[src/rtl/elevator_ctrl_n.sv]
// SCAN-style N-floor elevator car controller: request latching, travel and door timing, Moore outputs.
// Optional fire-recall mode is compiled in when ELEV_FIRE_RECALL_EN is defined.
module elevator_ctrl_n #(
    parameter int N_FLOORS      = 8,
    parameter int TRAVEL_CYCLES = 4,
    parameter int DOOR_CYCLES   = 6,
    parameter int CLOSE_CYCLES  = 2,
    localparam int FW = (N_FLOORS > 2) ? $clog2(N_FLOORS) : 1
) (
    input  logic                clk,
    input  logic                rst,
    input  logic [N_FLOORS-1:0] req,
    input  logic                door_open_btn,
    input  logic                door_close_btn,
    input  logic                overload,
`ifdef ELEV_FIRE_RECALL_EN
    input  logic                fire_recall,
`endif
    output logic [FW-1:0]       floor,
    output logic                up,
    output logic                down,
    output logic                door_open,
    output logic                door_close,
    output logic                dir,
    output logic [N_FLOORS-1:0] pending
);

    typedef enum logic [2:0] {
        S_IDLE,
        S_UP,
        S_DOWN,
        S_OPEN,
        S_CLOSE
    } state_t;

    localparam logic [15:0] TRAVEL_LAST = 16'(TRAVEL_CYCLES - 1);
    localparam logic [15:0] DOOR_LOAD   = 16'(DOOR_CYCLES);
    localparam logic [15:0] CLOSE_LOAD  = 16'(CLOSE_CYCLES);

    state_t              state, state_nxt;
    logic [FW-1:0]       floor_nxt, nf_up, nf_dn;
    logic                dir_nxt;
    logic [15:0]         tcnt, tcnt_nxt;
    logic [15:0]         timer, timer_nxt;
    logic [N_FLOORS-1:0] pending_nxt, req_eff, clr;
    logic                fire;
    logic                any_above, any_below, beyond_up, beyond_dn;
    logic                here_req, here_pend, reopen;

`ifdef ELEV_FIRE_RECALL_EN
    assign fire = fire_recall;
`else
    assign fire = 1'b0;
`endif

    // During recall new requests are dropped and the latched set is wiped.
    assign req_eff   = fire ? '0 : req;
    assign here_req  = req_eff[floor];
    assign here_pend = pending[floor];
    assign nf_up     = floor + FW'(1);
    assign nf_dn     = floor - FW'(1);

    always_comb begin
        clr = '0;
        if (state == S_OPEN) clr[floor] = 1'b1;
    end

    assign pending_nxt = fire ? '0 : ((pending | req_eff) & ~clr);

    // "beyond" looks past the floor the car is about to reach, used to stop at the last target.
    always_comb begin
        any_above = 1'b0;
        any_below = 1'b0;
        beyond_up = 1'b0;
        beyond_dn = 1'b0;
        for (int i = 0; i < N_FLOORS; i++) begin
            if (pending[i]) begin
                if (i > int'(floor))     any_above = 1'b1;
                if (i < int'(floor))     any_below = 1'b1;
                if (i > int'(floor) + 1) beyond_up = 1'b1;
                if (i < int'(floor) - 1) beyond_dn = 1'b1;
            end
        end
    end

    assign reopen = door_open_btn || overload || here_req || (fire && floor == '0);

    always_comb begin
        state_nxt = state;
        floor_nxt = floor;
        dir_nxt   = dir;
        tcnt_nxt  = tcnt;
        timer_nxt = timer;
        case (state)
            S_IDLE: begin
                if (fire) begin
                    if (floor == '0) begin
                        state_nxt = S_OPEN;
                        timer_nxt = DOOR_LOAD;
                    end else begin
                        state_nxt = S_DOWN;
                        dir_nxt   = 1'b0;
                        tcnt_nxt  = '0;
                    end
                end else if (here_pend || door_open_btn) begin
                    state_nxt = S_OPEN;
                    timer_nxt = DOOR_LOAD;
                end else if (any_above && (dir || !any_below)) begin
                    state_nxt = S_UP;
                    dir_nxt   = 1'b1;
                    tcnt_nxt  = '0;
                end else if (any_below) begin
                    state_nxt = S_DOWN;
                    dir_nxt   = 1'b0;
                    tcnt_nxt  = '0;
                end
            end
            S_UP: begin
                if (tcnt == TRAVEL_LAST) begin
                    tcnt_nxt  = '0;
                    floor_nxt = nf_up;
                    if (fire) begin
                        state_nxt = S_DOWN;
                        dir_nxt   = 1'b0;
                    end else if (pending[nf_up]) begin
                        state_nxt = S_OPEN;
                        timer_nxt = DOOR_LOAD;
                    end else if (!beyond_up) begin
                        state_nxt = S_IDLE;
                    end
                end else begin
                    tcnt_nxt = tcnt + 16'd1;
                end
            end
            S_DOWN: begin
                if (tcnt == TRAVEL_LAST) begin
                    tcnt_nxt  = '0;
                    floor_nxt = nf_dn;
                    if (fire) begin
                        if (nf_dn == '0) begin
                            state_nxt = S_OPEN;
                            timer_nxt = DOOR_LOAD;
                        end
                    end else if (pending[nf_dn]) begin
                        state_nxt = S_OPEN;
                        timer_nxt = DOOR_LOAD;
                    end else if (!beyond_dn) begin
                        state_nxt = S_IDLE;
                    end
                end else begin
                    tcnt_nxt = tcnt + 16'd1;
                end
            end
            S_OPEN: begin
                // Open requests and overload take priority over any close request.
                if (reopen) begin
                    timer_nxt = DOOR_LOAD;
                end else if ((door_close_btn && !fire) || timer <= 16'd1) begin
                    state_nxt = S_CLOSE;
                    timer_nxt = CLOSE_LOAD;
                end else begin
                    timer_nxt = timer - 16'd1;
                end
            end
            S_CLOSE: begin
                if (reopen) begin
                    state_nxt = S_OPEN;
                    timer_nxt = DOOR_LOAD;
                end else if (timer <= 16'd1) begin
                    state_nxt = S_IDLE;
                    timer_nxt = '0;
                end else begin
                    timer_nxt = timer - 16'd1;
                end
            end
            default: begin
                state_nxt = S_IDLE;
            end
        endcase
    end

    always_ff @(posedge clk or posedge rst) begin
        if (rst) begin
            state   <= S_IDLE;
            floor   <= '0;
            dir     <= 1'b1;
            tcnt    <= '0;
            timer   <= '0;
            pending <= '0;
        end else begin
            state   <= state_nxt;
            floor   <= floor_nxt;
            dir     <= dir_nxt;
            tcnt    <= tcnt_nxt;
            timer   <= timer_nxt;
            pending <= pending_nxt;
        end
    end

    assign up         = (state == S_UP);
    assign down       = (state == S_DOWN);
    assign door_open  = (state == S_OPEN);
    assign door_close = (state == S_CLOSE);

endmodule
[config.mk]
export PLATFORM = sky130hd
export DESIGN_NAME = elevator_ctrl_n
export DESIGN_NICKNAME = d
export VERILOG_FILES = /design/src/rtl/elevator_ctrl_n.sv
export SDC_FILE = /design/constraint.sdc
export NUM_CORES = 1
export LEC_CHECK = 0
export CAP_MARGIN = 30
export CORE_MARGIN = 4
export CORE_UTILIZATION = 55
export DETAILED_ROUTE_END_ITERATION = 10
export DONT_BUFFER_PORTS = 1
export GPL_ROUTABILITY_DRIVEN = 0
export GPL_TIMING_DRIVEN = 0
export PLACE_DENSITY = 0.7
export SETUP_SLACK_MARGIN = 0.2
export SYNTH_ARGS = -nofsm -noshare
export SYNTH_HDL_FRONTEND = slang
export SYNTH_SLANG_ARGS = --single-unit
export TNS_END_PERCENT = 20
[constraint.sdc]
create_clock -name clk -period 6.95 [get_ports clk]
set_input_delay 1.0425 -clock clk [delete_from_list [all_inputs] [get_ports clk]]
set_output_delay 1.0425 -clock clk [all_outputs]
set_load 0.01 [all_outputs]
==> metrics.txt <==
WS Path Type=reg -> reg; Power Dens Cells=448.9 nW/um^2; DR vias=around 3100; CP dominant cell by count=mux2_2; Gate power share=0.637; Sw Ratio=0.4906; Post-Synthesis Cells=387; vias per cell=6.548; WHS Endpoint=tcnt[14]; Slew HR=0.5756; syn avg cell area=8.872 sq um; Worst IR Drop VDD=0.2292 mV; RSZ-0062 raised after global routing=no; initial core utilization=0.5731; setup TNS=0 ps; Clock Power Share=0.109; final wirelength=8.266 mm; EDFF count, synth=0; CTS Buf Count=5; Clock H-tree levels=2; Max Cap Viol=0; Ports=29; most frequent cells in the layout=46 x dfrtp_1, 34 x nor2_1, 26 x nand2_1; area grow syn2layout=6.195%; Residual DRC=0; final setup fails=0; Slew Limit Fails=0; FFs w/ async S/R, synth=1.000; clk root buf=clkbuf_8; Buffers on Ports=0; post-CTS setup buffer count=0; FF-to-FF Start=floor[1]; fmax=between 0.2 and 0.3 GHz; ys flop type=dfrtp_1; Core Region=5991 sq um; reg2reg path depth=10; fin nets=420; Row Count=28; Final HPWL DP=6.087 mm; Routed WL per cell=around 18 um; Crit path largest cell delay=about 580 ps; worst-skew pair later-pin latency=310 ps; Die Ht=around 87 um; 1st-iter DRT viols=214; hold crit path type=reg -> reg; share of layout cells above drive strength 1=0.1086; initial antenna violation count=0; CP startpoint kind=register; Max FO, Critical Path=11; Syn Nets=412; TritonCTS clock tree=done; Tmin final=3703 ps; post_cts resized=0; Worst path slowest cell=dfrtp_1; GRT Util Overall=0.2235; hold depth=1; final worst-path cycle share=0.5327; P_leak=1.507 nW; die area=between 7000 and 8000 sq um; GR Overflow Total=0; crit end category=register; post-route ant nets=0; Critical Path AT=3900 ps; commonest non-fill, non-tap cell in the layout=dfrtp_1; clock sinks=47; worst hold start=tcnt[14]; Reg power frac=0.254; Fill cells=528; R2R setup slack=3250 ps; P_sw=0.0008029 W; number of global-route vias before repair=about 2900; drt pass-1 iters=5; Final Hold Viols=0; largest net degree at the start of global routing=33; Hold Buf Count CTS=0; antenna cells=0; Seq/Total Area, Yosys=0.3429; actual slew at the worst max-slew pin=634.3 ps; Syn Std Cell Area=3433 sq um; CTS clk-pin slew, worst paths=90 ps; status=complete, no violations; internal power=around 0.00083 W; synthesized flop and latch total=47; Post-Route Utilization=0.6086; required time worst endpoint=between 7000 and 8000 ps; Worst R2R End=state[0]; yosys warns=0; CTS Buffer Depth=2; post-synth cell types=74; first-pass GRT wire length=13.77 mm; CP Cell Sequence=buf_4 -> clkinv_1 -> ha_1 -> buf_2 -> mux2_2 -> and3_1 -> nor4_1 -> a21oi_1 -> nand4b_1 -> mux2_2; die width=87.01 um; Clock Skews=between 9 and 10 ps
## power by group through the flow
| stage | clock (W) | sequential, W | combinational [W] |
|---|---|---|---|
| 2_1_floorplan | 0 | 0.000395 | 0.000830 |
| 3_3_place_gp | 0 | 0.000418 | 0.00102 |
| 3_5_place_dp | 0 | 0.000420 | 0.00103 |
| 4_1_cts | 0.000183 | 0.000415 | 0.00104 |
| 5_1_grt | 0.000193 | 0.000426 | 0.00115 |
| 6_report | 0.000179 | 0.000416 | 0.00104 |
## area by class of cell
cell class              count  area (sq um)  share of cell area
clock inverters             2         16.27            0.004461
plain buffers              22         126.4             0.03466
well taps                  75         93.84             0.02574
repair buffers              1         20.02            0.005491
inverters                  21         78.83             0.02162
clock buffers               6         82.58             0.02265
flip-flops and latches     47          1177              0.3229
multi-input cells         297          2051              0.5625
## per-layer routing
| layer | GRT usage | wire [um] |
|---|---|---|
| met3 | 0.04541 | 699 |
| met1 | 0.3236 | 3751 |
| met2 | 0.3471 | 3749 |
| met5 | 0 | 0 |
| met4 | 0.04391 | 65 |
## kinds of logic (layout without fill, tap and decap cells)
family | count (synthesis) | in the layout | share of synthesized area
compound gates | 113 | 113 | 0.2435
flops | 47 | 47 | 0.3429
fa+ha+maj | 12 | 12 | 0.04373
xor+xnor | 3 | 3 | 0.007654
simple gates | 147 | 147 | 0.2223
mux | 22 | 22 | 0.08017
buf+inv | 43 | 52 | 0.05976
## flip-flops by register name (all words and copies together), names as in the netlist
name     count
pending      8
tcnt        16
dir          1
floor        3
state        3
timer       16
## worst max-delay path: cells and delay by family (launching register included)
family          cells  cell delay (ps)
compound gates      1              180
mux                 2              700
flops               1              580
simple gates        3              940
fa+ha+maj           1              410
buf+inv             3              800
## metrics by stage
step	setup slack [ps]	std cells	cell area [sq um]	total power (W)	hold WS, ps
finish	3247	471	3646	0.001637	521.1
global route	3072	471	3646	0.001773	543.1
CTS	3285	471	3646	0.001636	516.8
detailed placement	3283	463	3547	0.001453	497.1
global placement	3325	462	3527	0.001435	488.2
floorplan	3821	387	3433	0.001224	470.4
## synth_stat cells (8+ instances only)
library cell,n,area [sq um]
a22o_1,8,70.07
a31oi_1,8,50.05
nor2_1,34,127.6
ha_1,12,150.1
nand3_1,9,45.04
nor3_1,22,110.1
mux2i_1,14,140.1
nand2b_1,10,62.56
inv_1,18,67.56
clkbuf_1,12,45.04
o21ai_0,18,90.09
nor4_1,8,50.05
o21ai_1,8,40.04
a21oi_1,14,70.07
dfrtp_1,46,1151
nand2_1,26,97.59
## worst max-delay path by stage
stage	to	cells past startpoint	start	slack [ps]
global route	state[0]	10	floor[1]	3070
floorplan	state[0]	10	floor[1]	3820
global placement	state[1]	10	floor[1]	3330
detailed placement	state[1]	10	floor[1]	3280
CTS	state[1]	10	floor[1]	3290
finish	state[0]	10	floor[1]	3250
Note: power is estimated with default switching activity, not from simulation.
